==> src/rtl/ncc_match_engine.sv <==
// Template-vs-window unsigned cross-correlation engine with best-match tracking.
// The template loads as a lane-wide stream; candidate windows arrive one row per beat.
module ncc_match_engine #(
   parameter int unsigned PIX_W   = 8,
   parameter int unsigned TPL_DIM = 16,
   parameter int unsigned LANES   = 4,
   parameter int unsigned ACC_W   = 32,
   parameter int unsigned IDX_W   = 16
) (
   input  logic                     clk,
   input  logic                     rst_n,
   input  logic                     desc_valid,
   output logic                     desc_ready,
   input  logic [LANES*PIX_W-1:0]   desc_data,
   input  logic                     desc_reload,
   input  logic                     win_valid,
   output logic                     win_ready,
   input  logic [TPL_DIM*PIX_W-1:0] win_data,
   input  logic                     frame_clear,
   output logic                     score_valid,
   output logic [ACC_W-1:0]         score,
   output logic                     best_valid,
   output logic [ACC_W-1:0]         best_score,
   output logic [IDX_W-1:0]         best_idx
);

   localparam int unsigned Beats      = TPL_DIM * TPL_DIM / LANES;
   localparam int unsigned BeatsPerRow = TPL_DIM / LANES;
   localparam int unsigned BW         = (Beats > 1) ? $clog2(Beats) : 1;
   localparam int unsigned RW         = (TPL_DIM > 1) ? $clog2(TPL_DIM) : 1;
   localparam int unsigned CW         = (BeatsPerRow > 1) ? $clog2(BeatsPerRow) : 1;
   localparam int unsigned RowW       = TPL_DIM * PIX_W;
   localparam int unsigned BeatW      = LANES * PIX_W;
   localparam logic [BW-1:0] BLast    = BW'(Beats - 1);
   localparam logic [RW-1:0] RLast    = RW'(TPL_DIM - 1);

   if (ACC_W < 2 * PIX_W + $clog2(TPL_DIM * TPL_DIM)) begin : g_acc_w_check
      $error("ACC_W too narrow to hold a full-scale window score");
   end
   if (TPL_DIM % LANES != 0) begin : g_lanes_check
      $error("TPL_DIM must be a multiple of LANES");
   end

   typedef enum logic [1:0] {StDesc, StWin, StCommit} state_e;

   state_e            state_q;
   logic [BW-1:0]     b_q;
   logic [RW-1:0]     r_q;
   logic [ACC_W-1:0]  acc_q;
   logic [IDX_W-1:0]  win_idx_q;
   logic              reload_pend_q;

   // Template rows stored packed, column 0 in the MSBs to match win_data.
   logic [RowW-1:0]   tpl_q [TPL_DIM];
   logic [RW-1:0]     wr_row;
   logic [CW-1:0]     wr_col;

   assign wr_row = RW'(32'(b_q) / BeatsPerRow);
   assign wr_col = CW'(32'(b_q) % BeatsPerRow);

   always_ff @(posedge clk) begin
      if (state_q == StDesc && desc_valid) begin
         tpl_q[wr_row][(BeatsPerRow - 1 - 32'(wr_col)) * BeatW +: BeatW] <= desc_data;
      end
   end

   logic [ACC_W-1:0]   row_sum;
   logic [ACC_W-1:0]   acc_next;
   logic [RowW-1:0]    tpl_row;
   logic [2*PIX_W-1:0] prod;

   always_comb begin
      row_sum = '0;
      prod    = '0;
      tpl_row = tpl_q[r_q];
      for (int c = 0; c < TPL_DIM; c++) begin
         prod = {{PIX_W{1'b0}}, win_data[(TPL_DIM - 1 - c) * PIX_W +: PIX_W]} *
                {{PIX_W{1'b0}}, tpl_row[(TPL_DIM - 1 - c) * PIX_W +: PIX_W]};
         row_sum = row_sum + ACC_W'(prod);
      end
      acc_next = (r_q == '0) ? row_sum : acc_q + row_sum;
   end

   always_ff @(posedge clk or negedge rst_n) begin
      if (!rst_n) begin
         state_q       <= StDesc;
         b_q           <= '0;
         r_q           <= '0;
         acc_q         <= '0;
         win_idx_q     <= '0;
         reload_pend_q <= 1'b0;
         desc_ready    <= 1'b1;
         win_ready     <= 1'b0;
         score_valid   <= 1'b0;
         score         <= '0;
         best_valid    <= 1'b0;
         best_score    <= '0;
         best_idx      <= '0;
      end else begin
         score_valid <= 1'b0;
         unique case (state_q)
            StDesc: begin
               if (desc_valid) begin
                  if (b_q == BLast) begin
                     b_q        <= '0;
                     state_q    <= StWin;
                     desc_ready <= 1'b0;
                     win_ready  <= 1'b1;
                  end else begin
                     b_q <= b_q + BW'(1);
                  end
               end
            end
            StWin: begin
               // A reload between windows is taken at once; mid-window it waits for commit.
               if (desc_reload && r_q == '0) begin
                  state_q    <= StDesc;
                  b_q        <= '0;
                  desc_ready <= 1'b1;
                  win_ready  <= 1'b0;
               end else begin
                  if (desc_reload) begin
                     reload_pend_q <= 1'b1;
                  end
                  if (win_valid) begin
                     acc_q <= acc_next;
                     if (r_q == RLast) begin
                        r_q         <= '0;
                        state_q     <= StCommit;
                        win_ready   <= 1'b0;
                        score_valid <= 1'b1;
                        score       <= acc_next;
                     end else begin
                        r_q <= r_q + RW'(1);
                     end
                  end
               end
            end
            StCommit: begin
               if (!best_valid || acc_q > best_score) begin
                  best_valid <= 1'b1;
                  best_score <= acc_q;
                  best_idx   <= win_idx_q;
               end
               win_idx_q     <= win_idx_q + IDX_W'(1);
               reload_pend_q <= 1'b0;
               if (reload_pend_q || desc_reload) begin
                  state_q    <= StDesc;
                  b_q        <= '0;
                  desc_ready <= 1'b1;
               end else begin
                  state_q   <= StWin;
                  win_ready <= 1'b1;
               end
            end
            default: state_q <= StDesc;
         endcase
         // Placed last so a clear coincident with commit overrides the best update.
         if (frame_clear) begin
            best_valid <= 1'b0;
            best_score <= '0;
            best_idx   <= '0;
            win_idx_q  <= '0;
         end
      end
   end

endmodule

==> config.mk <==
export PLATFORM = sky130hd
export DESIGN_NAME = ncc_match_engine
export DESIGN_NICKNAME = d
export VERILOG_FILES = /design/src/rtl/ncc_match_engine.sv
export SDC_FILE = /design/constraint.sdc
export NUM_CORES = 2
export LEC_CHECK = 0
export BUFFER_PORTS_ARGS = -buffer_cell sky130_fd_sc_hd__buf_2
export CAP_MARGIN = 30
export CORE_MARGIN = 2
export CORE_UTILIZATION = 30
export DETAILED_ROUTE_END_ITERATION = 8
export GPL_ROUTABILITY_DRIVEN = 0
export SETUP_SLACK_MARGIN = 0.2
export SYNTH_ARGS = -nofsm -noshare
export SYNTH_HDL_FRONTEND = slang
export SYNTH_SLANG_ARGS = --single-unit
==> constraint.sdc <==
create_clock -name clk -period 15.1 [get_ports clk]
set_input_delay 3.02 -clock clk [delete_from_list [all_inputs] [get_ports clk]]
set_output_delay 3.02 -clock clk [all_outputs]
set_load 0.02 [all_outputs]
-- Word-level counts from Yosys, hierarchy flattened
Memory sizes are Yosys's and may differ from the RTL's.
Index checks and enable logic that the tools add are counted.
- shift operators: 2
- mux-type cells: 46
- reduce and logical (&&, ||, !) cells: 19
- order comparisons: 1
- bitwise gates (word level): 1
- equality and inequality tests: 13
- add/subtract/negate cells: 21
- $mul: 16
- operators with widths (cell ; count):
    8-bit by 8-bit multiplier with 16-bit output ; 16
    128-bit two-way mux ; 1
    32-bit two-way mux ; 4
    32-bit by 34-bit variable shift with 128-bit output, first input constant ; 1
    32-bit by 34-bit variable part select with 128-bit output ; 1
    16-bit two-way mux ; 5
    32-bit negation with 34-bit output ; 1
    32-bit by 31-bit adder with 32-bit output ; 1
    32-bit > comparator ; 1
    30-bit by 16-bit adder with 31-bit output ; 1
    29-bit by 16-bit adder with 30-bit output ; 1
    28-bit by 16-bit adder with 29-bit output ; 1
    27-bit by 16-bit adder with 28-bit output ; 1
    26-bit by 16-bit adder with 27-bit output ; 1
    25-bit by 16-bit adder with 26-bit output ; 1
    24-bit by 16-bit adder with 25-bit output ; 1
    23-bit by 16-bit adder with 24-bit output ; 1
    6-bit two-way mux ; 4
    22-bit by 16-bit adder with 23-bit output ; 1
    21-bit by 16-bit adder with 22-bit output ; 1
    20-bit by 16-bit adder with 21-bit output ; 1
    1-bit two-way mux ; 21
    19-bit by 16-bit adder with 20-bit output ; 1
    18-bit by 16-bit adder with 19-bit output ; 1
    other kinds (32) ; 50
- output and inout port bits: 84
- word-level logic and storage cells: 133
- input bits: 166
- flip-flop bits (word level): 145
- bits in writable memories: 2048
- memories kept: 1
- memory list (name ; words ; width ; rd ports ; clocked after Yosys merged registers in ; wr ports ; line ; source):
    tpl_q ; 16 ; 128 ; 1 ; 0 ; 1 ; 54 ; logic [RowW-1:0] tpl_q [TPL_DIM];

-- Depth between registers and ports, before layout
An unclocked memory read counts as a cell.
- word-level depth: 19
- mapped depth: 44
- mapped depth without buffers: 40

-- Least setup slack after synthesis
OpenSTA, ideal clock, no wires.
- path kind: input to register
- from: input port win_data[12]
- to: register score[24]
- setup slack: 2.646 ns
- stages: 36
- arrival time: 12.334 ns
- library setup time: 0.120 ns
- required time: 14.980 ns
- buffers on the path: 2
- cells stage by stage: buf_1 > nand2_1 > fa_1 > fa_1 > inv_1 > fa_1 > inv_1 > fa_1 > fa_1 > inv_1 > fa_1 > inv_1 > fa_1 > fa_1 > inv_1 > fa_1 > fa_1 > inv_1 > fa_1 > inv_1 > ha_1 > a211oi_1 > nor2_1 > o31ai_1 > o21ai_1 > a21boi_1 > o21ai_0 > xor2_1 > ha_1 > buf_2 > and4_1 > and2_1 > nor4b_1 > nor3_2 > or2_2 > a31o_1
- cells in the longest elaborated chain, start to end: 5
- ends and longest elaborated chain (what ; line ; source):
    start: declaration ; 18 ; input logic [TPL_DIM*PIX_W-1:0] win_data,
    8-bit by 8-bit multiplier with 16-bit output * ; 77 ; prod = {{PIX_W{1'b0}}, win_data[(TPL_DIM - 1 - c) * PIX_W +: PIX_W]} *
    29-bit by 16-bit adder with 30-bit output * ; 79 ; row_sum = row_sum + ACC_W'(prod);
    30-bit by 16-bit adder with 31-bit output * ; 79 ;
    32-bit by 31-bit adder with 32-bit output ; 81 ; acc_next = (r_q == '0) ? row_sum : acc_q + row_sum;
    32-bit two-way mux * ; 81 ;
    end signal: assignment ; 132 ; score <= acc_next;
    end: declaration ; 21 ; output logic [ACC_W-1:0] score,
Every way passes the cells marked *; elsewhere a longest branch is shown, timed or not.
A chain may end at the register's enable or synchronous reset.

-- Final worst setup path
- from: register r_q[0]
- to: register acc_q[25]
- cells in the longest elaborated chain, start to end: 19
- elaborated cells between the ends (all ways): 38
- classes of those cells: add/sub: 16; mul: 16; mux: 1; bitwise: 1; reduce/logical: 3; memory: 1
- ends and longest elaborated chain (what ; line ; source):
    start: declaration ; 48 ; logic [RW-1:0] r_q;
    start signal: assignment ; 134 ; r_q <= r_q + RW'(1);
    memory 16 x 128 bit ; n/a ;
    8-bit by 8-bit multiplier with 16-bit output ; 77 ;
    16-bit by 16-bit adder with 17-bit output ; 79 ;
    17-bit by 16-bit adder with 18-bit output ; 79 ;
    18-bit by 16-bit adder with 19-bit output ; 79 ;
    19-bit by 16-bit adder with 20-bit output ; 79 ;
    20-bit by 16-bit adder with 21-bit output ; 79 ;
    21-bit by 16-bit adder with 22-bit output ; 79 ;
    (+3 left out) ; n/a ;
    25-bit by 16-bit adder with 26-bit output ; 79 ;
    26-bit by 16-bit adder with 27-bit output ; 79 ;
    27-bit by 16-bit adder with 28-bit output ; 79 ;
    28-bit by 16-bit adder with 29-bit output ; 79 ;
    29-bit by 16-bit adder with 30-bit output ; 79 ;
    30-bit by 16-bit adder with 31-bit output ; 79 ;
    32-bit by 31-bit adder with 32-bit output ; 81 ;
    32-bit two-way mux ; 81 ;
    end signal: assignment ; 126 ; acc_q <= acc_next;
    end: declaration ; 49 ; logic [ACC_W-1:0] acc_q;
Several ways; a longest one is shown, not always the timed one.

==> run summary <==
Status: finished clean
DIE HEIGHT: 644 um
Fin crit period: 13.21 ns
Setup Viol. Count Final: 0
Synth area leader: edfxtp_1
Largest net degree at the start of global routing: 89
Top cells by area, synth: edfxtp_1, fa_1, mux4_2
DIE AREA: 414000 um2
Hold Crit Start: score[15]$_DFFE_PN0P_
Critical path class: flip-flop to flip-flop
Fmax: 0.0757 GHz
# H-tree levels: 4
Yosys warns: 0
Cells resized by post-CTS repair: 0
Clock-pin slew on the worst setup and hold paths: 0.07 ns
Final hold violation count: 0
WL final: 351000 um
Worst Path Arrival: 13.90 ns
Vias: 67971
Fillers: 38780
Tcrit/Tclk final: 87.5%
Yosys reg bits: 2193
GRT overflow: 0
Worst setup EP type: flip-flop
Post-CTS Setup Inserts: 0
Max-Cap Viols: 0
Number of flops mapped to enable cells by yosys: 2048
Nets: 9804
Worst-Skew Late Latency: 0.92 ns
Wire per inst: 25.4 um
Hold Path Class: flip-flop to flip-flop
Initial core utilization: 30.2%
Syn_nets: 9453
Critical path peak fanout: 82
Post-synth top area share: 50.1%
GRT Resource Usage Total: 16.8%
Post-Route Setup TNS: 0 ns
Vias in the first global route: 72030
Buffers on Ports: 249
Count of final max-slew check failures: 0
Vias/cell: 4.92
Dominant synthesized flop cell: edfxtp_1
Critical path startpoint category: flip-flop
Mean Syn Cell Area: 15.8 um2
Remaining DRCs: 0
Initial antenna violation count: 127
Post-route ant nets: 0
Final setup skew: 0.127 ns
Most frequent CP cell: fa_1
Slowest stage delay, CP: 0.75 ns
CP startpoint: r_q[0]$_DFFE_PN0P_
Most frequent cell after synthesis: edfxtp_1
Hold-fix buffers, CTS: 0
CP required: 15.78 ns
CTS max path bufs: 4
Yosys cell types: 78
Synth top cells by count: edfxtp_1, inv_1, fa_1, and2_1, mux4_2
CTS Buf Count: 217
Sequential share of the synthesized area: 53.0%
Max transition margin: 40.4%
Die width: 644 um
Worst-Margin Slew: 0.894 ns
R2r startpoint: r_q[0]$_DFFE_PN0P_
Number of I/O pins: 250
Detailed Route Iter0 Violations: 6409
Core Area: 407000 um2
Async set or reset register ratio after synthesis: 6.61%
CTS tree: built
CP max-delay cell: fa_1
Clock root buffer: clkbuf_16
P&R area growth vs syn: 12.7%
Layout cells sized above 1: 17.1%
Clk sinks: 2193
Netlist Area Pre-Place: 123000 um2
Sequential Area: 65100 um2
Pre-antenna DRT Iters: 6
RSZ-0062 raised after global routing: no
First-pass GRT wire length: 507000 um
# rows: 234
Hpwl dp: 246000 um
Area taken by multi-input logic gates: 52500 um2
Mapped Cells: 7781
[state kept, by name, summed over array words and instances, names as in the netlist]
register and count:
state_q 2, score_valid 1, reload_pend_q 1, best_valid 1
best_idx 16, acc_q 32, b_q 6, tpl_q 2048
best_score 32, r_q 4, win_idx_q 16, desc_ready 1
win_ready 1, score 32
[final timing paths]
path / to / slack [ns] / depth (start not counted)
max: acc_q[25]$_DFFE_PN0P_ / 1.89 / 38
min: score[15]$_DFFE_PN0P_ / 0.47 / 2
max reg2reg: acc_q[25]$_DFFE_PN0P_ / 1.89 / 38
min reg2reg: score[15]$_DFFE_PN0P_ / 0.47 / 2
max in group asynchronous: score[17]$_DFFE_PN0P_ / 11.75 / 3
min in group asynchronous: win_idx_q[15]$_DFFE_PN0P_ / 2.24 / 1
[area by class of cell]
cell class,count,share of cell area (%)
Antenna cell,93,0.168
Clock buffer,263,4.08
Clock inverter,116,0.842
Inverter,1220,3.31
Multi-Input combinational cell,4144,37.9
Sequential cell,2193,47.1
Tap cell,5428,4.91
Timing Repair Buffer,356,1.70
[placed cells by master, fill, tap and decap left out, drive strengths merged, types with 5 or more instances in the layout]
cell type	netlist	routed
nand2b	5	5
nand2	540	540
dfrtp	144	144
o31ai	40	40
mux2	8	8
xor2	23	23
nor2	140	140
nand4	16	16
o21a	9	9
mux2i	27	27
o211ai	6	6
nor2b	13	13
o21ai	94	94
nor3	14	14
and3	6	6
or3	13	13
clkinvlp	0	6
nand3	36	36
fa	993	993
a21o	21	21
clkinv	1	85
edfxtp	2048	2048
ha	513	513
a21oi	69	69
bufinv	0	21
diode	0	93
inv	1219	1224
o2111ai	33	33
xnor2	24	24
a211oi	16	16
clkbuf	114	263
buf	110	356
and2	774	774
mux4	640	640
[critical path, delay by kind of cell, from the launching register on]
kind                       cells  cell delay, ns
and+or+nand+nor                2            0.34
xor gates and xnor gates       1            0.18
DFF                            1            0.73
AOI/OAI and AO/OA             12            2.87
adders and majority gates     13            6.50
muxes                          2            1.21
buffers and inverters          8            1.18
[cell families after synthesis]
group | synth area share, %
AND/OR/NAND/NOR | 6.66
XOR/XNOR | 0.335
flip-flops | 53.0
AO/OA/AOI/OAI | 1.89
adder cells (fa/ha/maj) | 21.4
multiplexers | 12.0
buffers and inverters | 4.62
[through the flow]
step / utilization (%) / setup WS, ns / hold slack, ns / cell area (um2) / std cells
final: 34.0 / 1.89 / 0.472 / 138000 / 13813
after CTS: 34.0 / 1.79 / 0.477 / 138000 / 13719
after global routing: 34.0 / 1.18 / 0.492 / 138000 / 13757
after floorplan: - / 2.65 / 0.495 / 123000 / 7781
after global placement: 32.3 / 1.37 / 0.463 / 131000 / 13340
after detailed placement: 32.3 / 1.50 / 0.464 / 131000 / 13340
[routing by layer]
metal	wire length, um	global-route usage, %
met1	137000	21.3
met3	25500	3.05
met4	11800	5.60
met5	333	0
met2	176000	29.0
Power is left out: the tool's default activity adds up to more than one toggle a clock period on the data nets, which glitch-free logic cannot reach.
